<file path="config.mk">
export PLATFORM = sky130hd
export DESIGN_NAME = uart_rx_os
export DESIGN_NICKNAME = d
export VERILOG_FILES = /design/src/rtl/uart_rx_os.sv
export SDC_FILE = /design/constraint.sdc
export NUM_CORES = 1
export LEC_CHECK = 0
export CORE_ASPECT_RATIO = 1.4
export CORE_MARGIN = 5
export CORE_UTILIZATION = 40
export CTS_BUF_LIST = sky130_fd_sc_hd__clkbuf_8 sky130_fd_sc_hd__clkbuf_16
export DETAILED_ROUTE_END_ITERATION = 16
export GPL_TIMING_DRIVEN = 0
export SETUP_SLACK_MARGIN = 0.1
export SLEW_MARGIN = 20
export SYNTH_ARGS = -nofsm -noshare
export SYNTH_HDL_FRONTEND = slang
export SYNTH_SLANG_ARGS = --single-unit
</file>
<file path="constraint.sdc">
create_clock -name i_clk_rx -period 2.15 [get_ports i_clk_rx]
set_clock_uncertainty 0.05 [all_clocks]
set_input_delay 0.43 -clock i_clk_rx [delete_from_list [all_inputs] [get_ports i_clk_rx]]
set_output_delay 0.43 -clock i_clk_rx [all_outputs]
set_load 0.02 [all_outputs]
</file>
<file path="src/rtl/uart_rx_os.sv">
// rtl/uart_rx_os.sv - 8N1 oversampling UART receiver with 3-sample majority voting
//
// Recovers 8N1 frames from an asynchronous, idle-high serial line. Each bit
// period is CLK_DIV clocks, and each bit is decided by a majority vote of three
// synchronized samples around the middle of the bit. Received bytes are
// offered on a valid/ready handshake. Framing errors and overruns are reported
// as single-cycle pulses.
//
// Parameters:
//   CLK_DIV      clocks per bit period (even, >= 8)
// Ports:
//   i_clk_rx     block clock
//   i_reset      asynchronous active-high reset
//   i_rxd        serial input, asynchronous to i_clk_rx, idle high
//   i_ready      consumer accepts o_data when o_valid & i_ready
//   o_data       last received byte, LSB received first
//   o_valid      o_data holds a byte that has not been accepted
//   o_frame_err  one-cycle pulse: stop bit sampled low
//   o_overrun    one-cycle pulse: byte completed while previous one unaccepted
//   o_busy       receiver FSM is not idle
module uart_rx_os #(
  parameter int CLK_DIV = 16
) (
  input  logic       i_clk_rx,
  input  logic       i_reset,
  input  logic       i_rxd,
  input  logic       i_ready,
  output logic [7:0] o_data,
  output logic       o_valid,
  output logic       o_frame_err,
  output logic       o_overrun,
  output logic       o_busy
);

  localparam int MID = CLK_DIV / 2;
  localparam int CW  = $clog2(CLK_DIV);

  localparam logic [CW-1:0] CNT_LO   = CW'(MID - 1);
  localparam logic [CW-1:0] CNT_MID  = CW'(MID);
  localparam logic [CW-1:0] CNT_DEC  = CW'(MID + 1);
  localparam logic [CW-1:0] CNT_LAST = CW'(CLK_DIV - 1);

  typedef enum logic [2:0] {
    S_IDLE,
    S_START,
    S_DATA,
    S_STOP,
    S_BREAK
  } state_t;

  state_t        state;
  state_t        state_nxt;
  logic          rxd_meta;
  logic          rxd_s;
  logic [CW-1:0] cnt;
  logic [2:0]    bit_idx;
  logic [7:0]    shift;
  logic          smp_lo;
  logic          smp_mid;
  logic          decide;
  logic          last;
  logic          maj;
  logic          stop_decide;
  logic          load_byte;
  logic          overrun_set;
  logic          frame_err_set;

  // Two-flop synchronizer; resets to the idle (high) line level so a reset
  // never fakes a start bit.
  always_ff @(posedge i_clk_rx or posedge i_reset) begin
    if (i_reset) begin
      rxd_meta <= 1'b1;
      rxd_s    <= 1'b1;
    end else begin
      rxd_meta <= i_rxd;
      rxd_s    <= rxd_meta;
    end
  end

  // The third vote is the live synchronized sample in the decision cycle.
  assign decide = (cnt == CNT_DEC);
  assign last   = (cnt == CNT_LAST);
  assign maj    = (smp_lo & smp_mid) | (smp_lo & rxd_s) | (smp_mid & rxd_s);

  // State register
  always_ff @(posedge i_clk_rx or posedge i_reset) begin
    if (i_reset) begin
      state <= S_IDLE;
    end else begin
      state <= state_nxt;
    end
  end

  // Next-state logic
  always_comb begin
    state_nxt = state;
    case (state)
      S_IDLE: begin
        if (!rxd_s) state_nxt = S_START;
      end
      S_START: begin
        if (decide && maj) state_nxt = S_IDLE;
        else if (last)     state_nxt = S_DATA;
      end
      S_DATA: begin
        if (last && bit_idx == 3'd7) state_nxt = S_STOP;
      end
      S_STOP: begin
        // Leave at the decision point rather than the end of the stop bit so
        // a following start bit is never missed.
        if (decide) state_nxt = maj ? S_IDLE : S_BREAK;
      end
      S_BREAK: begin
        if (rxd_s) state_nxt = S_IDLE;
      end
      default: state_nxt = S_IDLE;
    endcase
  end

  // Output / control decode
  always_comb begin
    o_busy        = (state != S_IDLE);
    stop_decide   = (state == S_STOP) && decide;
    load_byte     = stop_decide && maj && (!o_valid || i_ready);
    overrun_set   = stop_decide && maj && o_valid && !i_ready;
    frame_err_set = stop_decide && !maj;
  end

  // Bit timing, vote samples and shift register
  always_ff @(posedge i_clk_rx or posedge i_reset) begin
    if (i_reset) begin
      cnt     <= '0;
      bit_idx <= 3'd0;
      shift   <= 8'h00;
      smp_lo  <= 1'b1;
      smp_mid <= 1'b1;
    end else begin
      if (state == S_IDLE || state_nxt == S_IDLE || state_nxt == S_BREAK || last) begin
        cnt <= '0;
      end else begin
        cnt <= cnt + 1'b1;
      end

      if (cnt == CNT_LO)  smp_lo  <= rxd_s;
      if (cnt == CNT_MID) smp_mid <= rxd_s;

      if (state == S_START) begin
        bit_idx <= 3'd0;
      end else if (state == S_DATA && last) begin
        bit_idx <= bit_idx + 3'd1;
      end

      if (state == S_DATA && decide) begin
        shift <= {maj, shift[7:1]};
      end
    end
  end

  // Byte handshake and status pulses
  always_ff @(posedge i_clk_rx or posedge i_reset) begin
    if (i_reset) begin
      o_data      <= 8'h00;
      o_valid     <= 1'b0;
      o_frame_err <= 1'b0;
      o_overrun   <= 1'b0;
    end else begin
      o_frame_err <= frame_err_set;
      o_overrun   <= overrun_set;
      if (load_byte) begin
        o_data  <= shift;
        o_valid <= 1'b1;
      end else if (o_valid && i_ready) begin
        o_valid <= 1'b0;
      end
    end
  end

endmodule
</file>
==> flow_summary.ini <==
[layout]
num-fill-cells = 339
final_nets = 147
multiInputGateArea_um2 = 609.3
area_delta_synth_final_pct = 19.82
layout.cells.non_filler = 181
drive_gt1_share_pct = 29.50
regArea_um2 = 830.8
num_antenna_cells = 0
final_common_cell = dfrtp_1
fin_util_pct = 49.00
layout_common_cells = dfrtp_1 (29), mux2_2 (18), clkdlybuf4s50_1 (14)

[critical_path]
max_stage_delay_ps = 370
crit_chain = buf_2, or3_1, dlygate4sd2_1
cp_slowest_cell = dfrtp_1
setup.worst_path.start = state[0]$_DFF_PP0_
critPathBufInv = 2
critPathRequiredTime_ps = 1670
start_kind = register
crit_fanout = 10
r2r-start = cnt[1]$_DFF_PP0_
arrival_ps = 1490
cp_top_family = buffers and inverters
worstSetupEndpointType = output port
criticalPathCategory = reg2out

[run_status]
status = finished, final reports clean

[power]
vdd_drop_max_mv = 0.5020
power_density_nw_per_um2 = 907.5
leakagePower_nw = 0.8438
total_power_w = 0.001620

[place]
routabilityCongestion = 0.8260
dp_hpwl_mm = 1.867
dp_cells = 172
place_ws_ps = 231.3
port_buffers = 15

[global_routing]
grt_pass1_wl_mm = 4.505
antenna_found_initial = 0
overflow = 0
grt_usage_pct = 12.22
grt_max_degree = 34
grt_pass1_vias = 968

[floorplanning]
core_um2 = 3643
start_util_pct = 40.90
die_w_um = 61.59
io_pins = 16
die_h_um = 82.22
die-area_um2 = 5064
rows = 26

[drt]
dr_total_vias = 959
route.detailed.drc = 0
ant_nets = 0
first_pass_iters = 4
drt-total-wl_mm = 2.599
wl_per_cell_um = 14.36
drt_iter0_drc = 29
vias_per_cell = 5.298

[cts]
cts.sinks = 33
cts_buffer_depth = 2
insertion_delay_ps = 290
cts_root_buf = clkbuf_8
clk_pin_slew_worst_paths_ps = 70
htree_levels = 2
hold_buffers = 0
cts_buffers = 5
cts_tree = built

[flow_run]
drv_cap = 0

[synth]
synth.avg_cell_area_um2 = 12.96
synth-edff-count = 0
async_flop_share_pct = 100.0
syn-num-nets = 124
syn_area_um2 = 1490
synth-seq-cells = 33
ys_warn_count = 0
netlist_instances = 115
ys_types = 39
synth_ff_type = dfrtp_1
ys_seq_area_share_pct = 55.75

[hold_path]
hold_path_class = reg2reg
holdCritStartpoint = rxd_meta$_DFF_PP1_

[timing]
fin_setup_tns_ps = 0
finalCriticalPeriod_ps = 1975
post-route-period-util_pct = 91.84
max_slew_margin_pct = 55.47
finalSetupViolations = 0
fmax_ghz = 0.5065
hold_violations = 0
worst_pin_slew_ps = 666.9
rsz0062_at_grt = no
maxSlewViolCount = 0
final.setup.worst_slack_ps = 175.5
-- repair_timing --
item | 4_1_cts | 5_1_grt
cloned | 0 | 0
setup buffers | 0 | 1
endpoints found under the setup margin | 1 | 1
resized for setup | 1 | 0
-- worst reg2reg max path, stage by stage, from the launching register on --
cell and delay [ps]:
dfrtp_1 400, inv_1 80, ha_1 220, and4b_1 260
nand4_2 270, mux2_2 370
-- cell type report --
type / instances / share of cell area, %
flip-flops and latches: 33 / 46.53
multi-input cells: 73 / 34.13
repair buffers: 16 / 8.760
clock buffers: 5 / 3.854
well taps: 42 / 2.943
plain buffers: 4 / 1.752
inverters: 5 / 1.051
clock inverters: 3 / 0.9811
-- report_power, final --
| part | leakage (nW) | switching (W) | internal (W) |
|---|---|---|---|
| clock | 0.0439 | 0.000234 | 0.000223 |
| combinational | 0.361 | 0.000236 | 0.000183 |
| sequential | 0.439 | 0.0000419 | 0.000702 |
-- synthesized netlist by cell type (2+ instances only) --
master / number / share of area [%]
buf_4: 2 / 1.0
dfrtp_1: 29 / 49
a32o_1: 2 / 1.3
a22o_1: 3 / 1.8
a21oi_1: 4 / 1.3
nand3b_1: 2 / 1.0
ha_1: 5 / 4.2
inv_1: 5 / 1.3
o21ai_0: 2 / 0.67
dfstp_2: 4 / 7.1
nand3_1: 4 / 1.3
nand2_1: 4 / 1.0
or3_1: 2 / 0.84
mux2_2: 18 / 14
nor2_1: 5 / 1.3
-- path summary, 6_finish.rpt --
path	slack (ps)	to	cells past startpoint
max in group asynchronous	1110	bit_idx[0]$_DFFE_PP0P_	2
worst min-delay path	310	rxd_s$_DFF_PP1_	0
worst max-delay path	180	o_busy	3
worst max register to register	390	o_data[6]$_DFFE_PP0P_	5
worst min register to register	310	rxd_s$_DFF_PP1_	0
min in group asynchronous	510	o_data[5]$_DFFE_PP0P_	2
-- cells by family (layout without fill, tap and decap cells) --
family | count (synthesis) | after routing | share of synthesized area (%)
buffers and inverters | 9 | 33 | 3.358
adder cells (fa/ha/maj) | 6 | 6 | 4.954
flip-flops | 33 | 33 | 55.75
AND/OR/NAND/NOR | 28 | 28 | 11.59
AO/OA/AOI/OAI | 19 | 19 | 9.573
multiplexers | 18 | 18 | 13.60
XOR/XNOR | 2 | 2 | 1.176
-- registers in the layout, indices dropped and copies added (netlist names), 3 cells and up --
name and cells:
bit_idx 3, cnt 4, o_data 8, shift 8, state 3
-- metal layers --
| layer | GRT usage (%) | share of wire (%) | routed length, um |
|---|---|---|---|
| met5 | 0 | 0 | 0 |
| met4 | 5.732 | 1.9 | 50 |
| met3 | 4.199 | 5.4 | 140 |
| met2 | 20.75 | 52 | 1358 |
| met1 | 13.31 | 40 | 1049 |
-- per-stage QoR --
stage | hold slack [ps] | instance area (um2)
2_1_floorplan | 295.2 | 1490
3_3_place_gp | 296.9 | 1693
3_5_place_dp | 297.3 | 1693
4_1_cts | 307.4 | 1778
5_1_grt | 311.1 | 1785
6_report | 306.5 | 1785
Note: power is estimated with default switching activity, not from simulation.
